### src/rtl/i2c_pkg.sv
// Shared types and constants for the ADT7420 read scheduler.
// State encoding plus sensor register map.
package i2c_pkg;

  typedef enum logic [1:0] {
    IDLE    = 2'd0,
    ISSUE   = 2'd1,
    WAIT    = 2'd2,
    BACKOFF = 2'd3
  } sched_state_t;

  localparam logic [7:0] ADT7420_TEMP_MSB = 8'h00;
  localparam logic [7:0] ADT7420_TEMP_LSB = 8'h01;
  localparam logic [7:0] ADT7420_ID       = 8'h0B;

  function automatic logic [7:0] sat_inc8(
    input logic [7:0] v
  );
    return (v == 8'hFF) ? v : v + 8'd1;
  endfunction

endpackage

### src/rtl/i2c_poll_timer.sv
// Free-running poll period counter.
// Emits a one-cycle tick each time the count wraps.
module i2c_poll_timer #(
  parameter int POLL_CYCLES = 25_000_000
) (
  input  logic clk,
  input  logic rst_n,
  output logic tick
);

  localparam int CW =
    (POLL_CYCLES > 1) ? $clog2(POLL_CYCLES) : 1;
  localparam logic [CW-1:0] LAST = CW'(POLL_CYCLES - 1);

  logic [CW-1:0] cnt;

  always_ff @(posedge clk or negedge rst_n) begin
    if (!rst_n) begin
      cnt  <= '0;
      tick <= 1'b0;
    end else begin
      tick <= (cnt == LAST);
      cnt  <= (cnt == LAST) ? '0 : cnt + 1'b1;
    end
  end

endmodule

### src/rtl/i2c_read_scheduler.sv
// Arbitrates periodic temperature polls and manual register
// reads onto a single I2C master, with retry and backoff.
module i2c_read_scheduler
  import i2c_pkg::*;
#(
  parameter int POLL_CYCLES    = 25_000_000,
  parameter int MAX_RETRY      = 2,
  parameter int BACKOFF_CYCLES = 1000
) (
  input  logic        CLK100MHZ,
  input  logic        CPU_RESETN,
  input  logic        man_req,
  input  logic [7:0]  man_addr,
  input  logic        i2c_busy,
  input  logic        i2c_done,
  input  logic        i2c_error,
  input  logic [7:0]  i2c_rdata,
  output logic        i2c_start,
  output logic [7:0]  i2c_reg_addr,
  output logic [15:0] temp_raw,
  output logic        temp_valid,
  output logic [7:0]  man_data,
  output logic        man_valid,
  output logic        man_drop,
  output logic        sched_busy,
  output logic [7:0]  err_count
);

  localparam int RW =
    (MAX_RETRY > 0) ? $clog2(MAX_RETRY + 1) : 1;
  localparam int BW =
    (BACKOFF_CYCLES > 1) ? $clog2(BACKOFF_CYCLES) : 1;
  localparam logic [RW-1:0] RMAX  = RW'(MAX_RETRY);
  localparam logic [BW-1:0] BLAST = BW'(BACKOFF_CYCLES - 1);

  sched_state_t  state;
  logic [1:0]    rst_sync;
  logic          run;
  logic          tick;
  logic          poll_pend;
  logic          man_pend;
  logic [7:0]    man_addr_q;
  logic          is_man;
  logic          is_lsb;
  logic [7:0]    msb_q;
  logic [RW-1:0] retry;
  logic [BW-1:0] bo_cnt;
  logic          take_man;
  logic          take_poll;

  // FSM may only leave IDLE once release has passed two flops
  always_ff @(posedge CLK100MHZ or negedge CPU_RESETN) begin
    if (!CPU_RESETN) rst_sync <= 2'b00;
    else             rst_sync <= {rst_sync[0], 1'b1};
  end

  assign run = rst_sync[1];

  i2c_poll_timer #(
    .POLL_CYCLES(POLL_CYCLES)
  ) u_timer (
    .clk  (CLK100MHZ),
    .rst_n(CPU_RESETN),
    .tick (tick)
  );

  assign take_man  = (state == IDLE) && run && man_pend;
  assign take_poll = (state == IDLE) && run && !man_pend
                   && poll_pend;

  assign i2c_start  = (state == ISSUE) && !i2c_busy;
  assign sched_busy = (state != IDLE);

  always_ff @(posedge CLK100MHZ or negedge CPU_RESETN) begin
    if (!CPU_RESETN) begin
      state        <= IDLE;
      poll_pend    <= 1'b0;
      man_pend     <= 1'b0;
      man_addr_q   <= '0;
      is_man       <= 1'b0;
      is_lsb       <= 1'b0;
      msb_q        <= '0;
      retry        <= '0;
      bo_cnt       <= '0;
      i2c_reg_addr <= '0;
      temp_raw     <= '0;
      temp_valid   <= 1'b0;
      man_data     <= '0;
      man_valid    <= 1'b0;
      man_drop     <= 1'b0;
      err_count    <= '0;
    end else begin
      temp_valid <= 1'b0;
      man_valid  <= 1'b0;
      man_drop   <= 1'b0;

      if (tick)           poll_pend <= 1'b1;
      else if (take_poll) poll_pend <= 1'b0;

      // a slot freed in the same cycle can accept the new request
      if (man_req) begin
        if (man_pend && !take_man) begin
          man_drop <= 1'b1;
        end else begin
          man_pend   <= 1'b1;
          man_addr_q <= man_addr;
        end
      end else if (take_man) begin
        man_pend <= 1'b0;
      end

      unique case (state)
        IDLE: begin
          if (take_man) begin
            i2c_reg_addr <= man_addr_q;
            is_man       <= 1'b1;
            is_lsb       <= 1'b0;
            retry        <= '0;
            state        <= ISSUE;
          end else if (take_poll) begin
            i2c_reg_addr <= ADT7420_TEMP_MSB;
            is_man       <= 1'b0;
            is_lsb       <= 1'b0;
            retry        <= '0;
            state        <= ISSUE;
          end
        end
        ISSUE: begin
          if (!i2c_busy) state <= WAIT;
        end
        WAIT: begin
          if (i2c_error) begin
            if (retry < RMAX) begin
              retry  <= retry + 1'b1;
              bo_cnt <= '0;
              state  <= BACKOFF;
            end else begin
              err_count <= sat_inc8(err_count);
              state     <= IDLE;
            end
          end else if (i2c_done) begin
            if (is_man) begin
              man_data  <= i2c_rdata;
              man_valid <= 1'b1;
              state     <= IDLE;
            end else if (!is_lsb) begin
              msb_q        <= i2c_rdata;
              is_lsb       <= 1'b1;
              i2c_reg_addr <= ADT7420_TEMP_LSB;
              retry        <= '0;
              state        <= ISSUE;
            end else begin
              temp_raw   <= {msb_q, i2c_rdata};
              temp_valid <= 1'b1;
              state      <= IDLE;
            end
          end
        end
        BACKOFF: begin
          if (bo_cnt == BLAST) state <= ISSUE;
          else                 bo_cnt <= bo_cnt + 1'b1;
        end
        default: state <= IDLE;
      endcase
    end
  end

endmodule

### config.mk
export PLATFORM = sky130hd
export DESIGN_NAME = i2c_read_scheduler
export DESIGN_NICKNAME = d
export VERILOG_FILES = /design/src/rtl/i2c_pkg.sv /design/src/rtl/i2c_poll_timer.sv /design/src/rtl/i2c_read_scheduler.sv
export SDC_FILE = /design/constraint.sdc
export NUM_CORES = 1
export LEC_CHECK = 0
export ABC_AREA = 1
export CAP_MARGIN = 20
export CORE_MARGIN = 1
export CORE_UTILIZATION = 40
export CTS_BUF_LIST = sky130_fd_sc_hd__clkbuf_2
export DETAILED_ROUTE_END_ITERATION = 10
export SYNTH_ARGS = -nofsm -noshare
export SYNTH_HDL_FRONTEND = slang
export SYNTH_SLANG_ARGS = --single-unit
### constraint.sdc
create_clock -name CLK100MHZ -period 2 [get_ports CLK100MHZ]
set_input_delay 0.4 -clock CLK100MHZ [delete_from_list [all_inputs] [get_ports CLK100MHZ]]
set_output_delay 0.4 -clock CLK100MHZ [all_outputs]
set_load 0.01 [all_outputs]
==> results.md, run 1 <==
* Outcome: complete, no violations
* Pre-CTS setup slack at 45.4 ps
* I/O pin count at 67
* RR Endpoint: temp_raw[12]$_DFFE_PN0P_
* Worst-case vdd ir drop at ~0.48 mV
* Chip Height at 115 um
* Yosys top cell by area: dfrtp_1
* DRT Wirelength at 11300 um
* Finished Core Util at 50.7%
* Root buf cell: clkbuf_2
* Comb power frac at 28.9%
* Distinct cells, synth at 34
* Share of layout cells above drive strength 1 at 12.3%
* Insertion delay to the later sink of the worst-skew pair at 620 ps
* Die area at 13200 um^2
* Yosys top cell area share at 51.6%
* Core Region at about 12000 um^2
* Crit share post-route at 98.0%
* Critical path startpoint category: flop
* Layout area overhead at 21.6%
* Sequential power share at a little over half
* Worst rel slew slack at 61.6%
* First-pass GRT wire length at about 19000 um
* Switching share of power at between 30% and 40%
* DRC at 0
* WP data required at around 1600 ps
* Fillers at 1212
* Num rows at 40
* PortBufs at 66
* Max Clock Skew at 33.2 ps
* Net Count, Synth at 645
* Placement Cell Area at 5970 um^2
* Ant. Diodes at 0
* Most common cell after layout, fill and taps aside: nand2_1
* CP Max Fanout at 3
* Cts bufs inserted at 9
* Reg clk slew, reported paths at 290 ps
* Grt total ovfl at 0
* Post-DR wirelength/cell at 12.7 um
* Max clock buf depth at 2
* Reg2Reg Depth at 8
* Drt pass-1 iters at 5
* Die boundary width at 115 um
* Number of antenna violations at the first check in global routing at 0
* Vias in the first global route at 4068
* Register area share after synthesis at 51.6%
* Endpoint class of the critical path: output port
* Initial core utilization at 41.7%
* Adder-cell share of the synthesized area at 1.72%
* DP HPWL at 8080 um
* Hold Crit Class: input pin to async pin
* XOR/XNOR share of the synthesized area at 3.27%
* Synthesized flop and latch total at 105
* Pleak at roughly 3.2 nW
* Final GP Congestion at 0.879
* Nets@finish at around 740
* Yosys warning count at 0
* Post-synthesis mux area share at 1.77%
* Clk sinks at 105
* All-Layer GR Usage at 18.5%
* Final setup fails at 0
* Net Switching at 0.00182 W
* Reg2Reg Launch Point: state[1]$_DFFE_PN0P_
* Mean post-synth cell area at 8.26 um^2
* Synth Area in Compound Gates at under 10%
* Final hold viol count at 0
* Pwr Density at 867 nW/um^2
* R2R setup slack at 150 ps
* RSZ-0062 raised after global routing: true
* Cell Area, Synth at around 5100 um^2
* Cell area after layout at 6190 um^2
* Critical path data arrival time at 1560 ps
* CTS tree: built
* Antenna viol nets, final at 0
* Final Max Slew Viols at 0
* CTS HTree Levels at 3
* Fmax at 510 MHz
* Final worst path period need at 1960 ps
* Max Cap Viol at 0
* Largest family of logic cells by synthesized area: simple AND/OR/NAND/NOR gates
* Vias at 4202
* Vias/cell at 4.75
* Mapped Cells at roughly 600
* Largest net degree at the start of global routing at 106
* Power share of the clock group at about a fifth
* Most frequent cells in the layout: nand2_1 (206), dfrtp_1 (104), inv_1 (61), nor2_1 (51), nand3_1 (46)
* Simple-gate share of the synthesized area at 29.9%
* Internal at 0.00355 W
* DR iter-0 viols at 206
* Worst Tran Pin Value at 576 ps
* Crit path kind: flop to output port
* Synth top area cells: dfrtp_1 (52%), nand2_1 (15%), inv_1 (4.7%), nand3_1 (4.5%), nor2_1 (3.8%)
* Worst Slack Setup Final at 40.3 ps
[stage by stage]
stage / setup TNS, ps / std cells / hold slack [ps] / power [W]
after CTS: -21.0 / 883 / 310 / 0.00544
after global routing: -51.9 / 885 / 293 / 0.00573
after detailed placement: 0 / 851 / 337 / 0.00444
after global placement: 0 / 851 / 334 / 0.00441
final: 0 / 885 / 334 / 0.00537
after floorplan: 0 / 616 / 104 / 0.00366
[Yosys cell counts, drive strengths merged]
cell type    n
a21oi        8
buf          7
clkinv       1
conb         1
dfrtp      105
ha           7
inv         68
mux2         8
nand2      211
nand3       47
nand3b       1
nand4       10
nor2        66
nor3         9
nor3b        2
nor4         1
o21a         1
o21ai       42
o21bai       1
or2          1
xnor2        6
xor2        13
[timing repair]
action,CTS,global route
pin swaps,2,1
hold endpoints to repair,105,0
gates resized for setup,55,3
hold buffers,1,0
buffers inserted,15,2
setup endpoints to repair,43,4
[power groups by stage]
stage                     combinational (W)  clock [W]  sequential, W
after floorplan                    0.000773          0        0.00289
after global placement              0.00155          0        0.00286
after detailed placement            0.00157          0        0.00287
after CTS                           0.00157    0.00105        0.00281
after global routing                0.00174    0.00114        0.00286
final                               0.00155    0.00101        0.00281
[critical path, stage by stage, from the launching register on]
cell and delay [ps]:
dfrtp_1 460, buf_6 130, ha_4 160, inv_2 50, nor2_1 30, buf_2 130
[layout make-up]
| class | instances | area (um^2) | share of cell area [%] |
|---|---|---|---|
| well taps | 168 | 210 | 3.39 |
| clock inverters | 5 | 55.1 | 0.889 |
| clock buffers | 11 | 55.1 | 0.889 |
| inverters | 69 | 259 | 4.18 |
| repair buffers | 92 | 817 | 13.2 |
| multi-input cells | 435 | 2170 | 35.0 |
| flip-flops and latches | 105 | 2630 | 42.5 |
[sequential cells by signal (all words and copies together), names as in the netlist]
| signal | flops |
|---|---|
| u_timer.tick | 1 |
| man_data | 8 |
| man_drop | 1 |
| poll_pend | 1 |
| retry | 2 |
| i2c_reg_addr | 8 |
| man_valid | 1 |
| man_pend | 1 |
| man_addr_q | 8 |
| bo_cnt | 10 |
| rst_sync | 2 |
| err_count | 8 |
| msb_q | 8 |
| u_timer.cnt | 25 |
| is_lsb | 1 |
| temp_raw | 16 |
| temp_valid | 1 |
| is_man | 1 |
| state | 2 |
[layer usage]
layer | track usage, % | part of all wire (%) | up-vias | wire length, um
li1 | - | - | 2129 | -
met1 | 24.0 | 47 | 1975 | 5300
met2 | 30.4 | 47 | 76 | 5340
met3 | 3.00 | 3.2 | 22 | 358
met4 | 8.83 | 2.3 | 0 | 260
met5 | 0 | 0 | - | 0
[cells by family after synthesis]
family / Yosys count
buffers and inverters: 76
xor gates and xnor gates: 19
AOI/OAI and AO/OA: 52
adders and majority gates: 7
muxes: 8
DFF: 105
other: 1
and+or+nand+nor: 348
[how the worst max path moves through the flow]
stage | startpoint | to | slack, ps
floorplan | state[0]$_DFFE_PN0P_ | man_addr_q[0]$_DFFE_PN0P_ | 450
global placement | i2c_error | temp_raw[12]$_DFFE_PN0P_ | 80
detailed placement | i2c_error | temp_raw[10]$_DFFE_PN0P_ | 50
CTS | state[1]$_DFFE_PN0P_ | i2c_start | -20
global route | state[1]$_DFFE_PN0P_ | i2c_start | -50
finish | state[0]$_DFFE_PN0P_ | i2c_start | 40
(Power assumes the default switching activity.)
==> run 2, diff against run 1 <==
==> constraint.sdc (replaced) <==
create_clock -name CLK100MHZ -period 2 [get_ports CLK100MHZ]
set_input_delay 0.4 -clock CLK100MHZ [delete_from_list [all_inputs] [get_ports CLK100MHZ]]
set_output_delay 0.4 -clock CLK100MHZ [all_outputs]
set_load 0.1 [all_outputs]
==> results.md, run 2 (synthesized netlist as in run 1, its figures left out) <==
* Reg2Reg Depth at 9
* Cts bufs inserted at 9
* Reg clk slew, reported paths at 280 ps
* Pwr Density at 1150 nW/um^2
* WP data required at 1600 ps
* I/O pin count at 67
* Final setup fails at 0
* PortBufs at 66
* RSZ-0062 raised after global routing: true
* Worst hold slack at about 250 ps
* Worst Tran Pin Value at around 520 ps
* Pre-CTS setup slack at around 98 ps
* Footprint of the multi-input gates at 2180 um^2
* DP Cell Count at around 850
* CP top delay family: flip-flops
* Ant. Diodes at 0
* Final Max Slew Viols at 0
* First-pass GRT wire length at 19200 um
* Nets@finish at 730
* Crit-path most repeated cell: inv_2
* Die area at 13200 um^2
* RR Endpoint: bo_cnt[0]$_DFFE_PN0P_
* Top Registers: u_timer.cnt: 25 flops, temp_raw: 16 flops, bo_cnt: 10 flops
* DRT Wirelength at approximately 11000 um
* Most common cell after layout, fill and taps aside: nand2_1
* Max Clock Skew at 35.8 ps
* CP peak stage delay at 430 ps
* Fillers at 1226
* R2R setup slack at 190 ps
* Die boundary width at 115 um
* Critical-path top delay cell: dfrtp_1
* Critical path data arrival time at approximately 1600 ps
* Number of antenna violations at the first check in global routing at 0
* Antenna viol nets, final at 0
* Core Region at 12200 um^2
* Worst-path cell chain: inv_2 -> buf_4 -> ha_4 -> inv_2 -> buf_12
* Num rows at 40
* Drt pass-1 iters at 5
* Worst setup path endpoint: sched_busy
* Chip Height at 115 um
* CP Max Fanout at 2
* Endpoint class of the critical path: output port
* DRC at 0
* Initial core utilization at 41.7%
* Register Area at ~2600 um^2
* Most frequent cells in the layout: nand2_1 (205), dfrtp_1 (102), inv_1 (60), buf_4 (55), nor2_1 (50)
* Fin cells at 874
* Max reg flops at 25
* Worst Slack Setup Final at 3.18 ps
* Outcome: complete, no violations
* Largest reg by FF count: u_timer.cnt
* Pleak at 3.03 nW
* CTS tree: built
* Final worst path period need at 2000 ps
* Max clock buf depth at 2
* Largest net degree at the start of global routing at 38
* Setup TNS at 0 ps
* Share of layout cells above drive strength 1 at a little under a fifth
* Crit path kind: flop to output port
* Crit path depth at 5
* Reg2Reg Launch Point: state[0]$_DFFE_PN0P_
* Hold Crit Class: input pin to async pin
* Vias at around 4100
* Max Cap Viol at 0
* Critical path origin: state[1]$_DFFE_PN0P_
* All-Layer GR Usage at 18.9%
* CP bufs+invs at 4
* Root buf cell: clkbuf_2
* Final hold viol count at 0
* DR iter-0 viols at 189
* Crit share post-route at 99.8%
* Insertion delay to the later sink of the worst-skew pair at 620 ps
* Final GP Congestion at about 0.9
* Grt total ovfl at 0
* Vias in the first global route at 3990
* Post-DR wirelength/cell at roughly 13 um
* Critical path startpoint category: flop
* Clk sinks at 105
* Vias/cell at 4.73
* Worst rel slew slack at 65.2%
* Layout area overhead at 20.7%
* Fmax at 501 MHz
* CTS HTree Levels at 3
* Worst-case vdd ir drop at about 0.69 mV
* DP HPWL at 8540 um
run 2: cell type report:
class | instances | share of cell area [%]
Inverter | 69 | 4.21
Clock buffer | 10 | 0.814
Timing Repair Buffer | 81 | 11.8
Multi-Input combinational cell | 435 | 35.5
Clock inverter | 6 | 1.47
Sequential cell | 105 | 42.8
Tap cell | 168 | 3.42
run 2: report_power, final:
group	internal (W)	switching [W]
sequential	0.00255	0.000286
combinational	0.000812	0.00228
clock	0.000423	0.000722
total	0.00379	0.00329
run 2: worst min-delay path by stage:
stage	to	slack [ps]	cells past startpoint
2_1_floorplan	bo_cnt[0]$_DFFE_PN0P_	100	0
3_3_place_gp	rst_sync[1]$_DFF_PN0_	330	0
3_5_place_dp	rst_sync[1]$_DFF_PN0_	350	0
4_1_cts	state[0]$_DFFE_PN0P_	220	2
5_1_grt	i2c_reg_addr[4]$_DFFE_PN0P_	210	2
6_report	err_count[0]$_DFFE_PN0P_	250	2
run 2: stage by stage:
stage / instance area [um^2] / total power (W) / util (%)
2_1_floorplan: 5100 / 0.00505 / -
3_3_place_gp: 5920 / 0.00581 / 48.5
3_5_place_dp: 5920 / 0.00586 / 48.5
4_1_cts: 6140 / 0.00714 / 50.3
5_1_grt: 6150 / 0.00746 / 50.3
6_report: 6150 / 0.00707 / 50.3
run 2: repair_timing:
action	CTS	global route
endpoints found under the setup margin	2	14
endpoints found under the hold margin	35	0
hold buffers	1	0
pin swaps	3	2
buffers inserted	5	0
gates resized for setup	9	4
run 2: routing by layer:
layer | part of all wire (%) | global-route usage [%]
met1 | 47 | 24.5
met4 | 2.2 | 8.74
met2 | 49 | 31.3
met3 | 2.2 | 2.85
met5 | 0 | 0
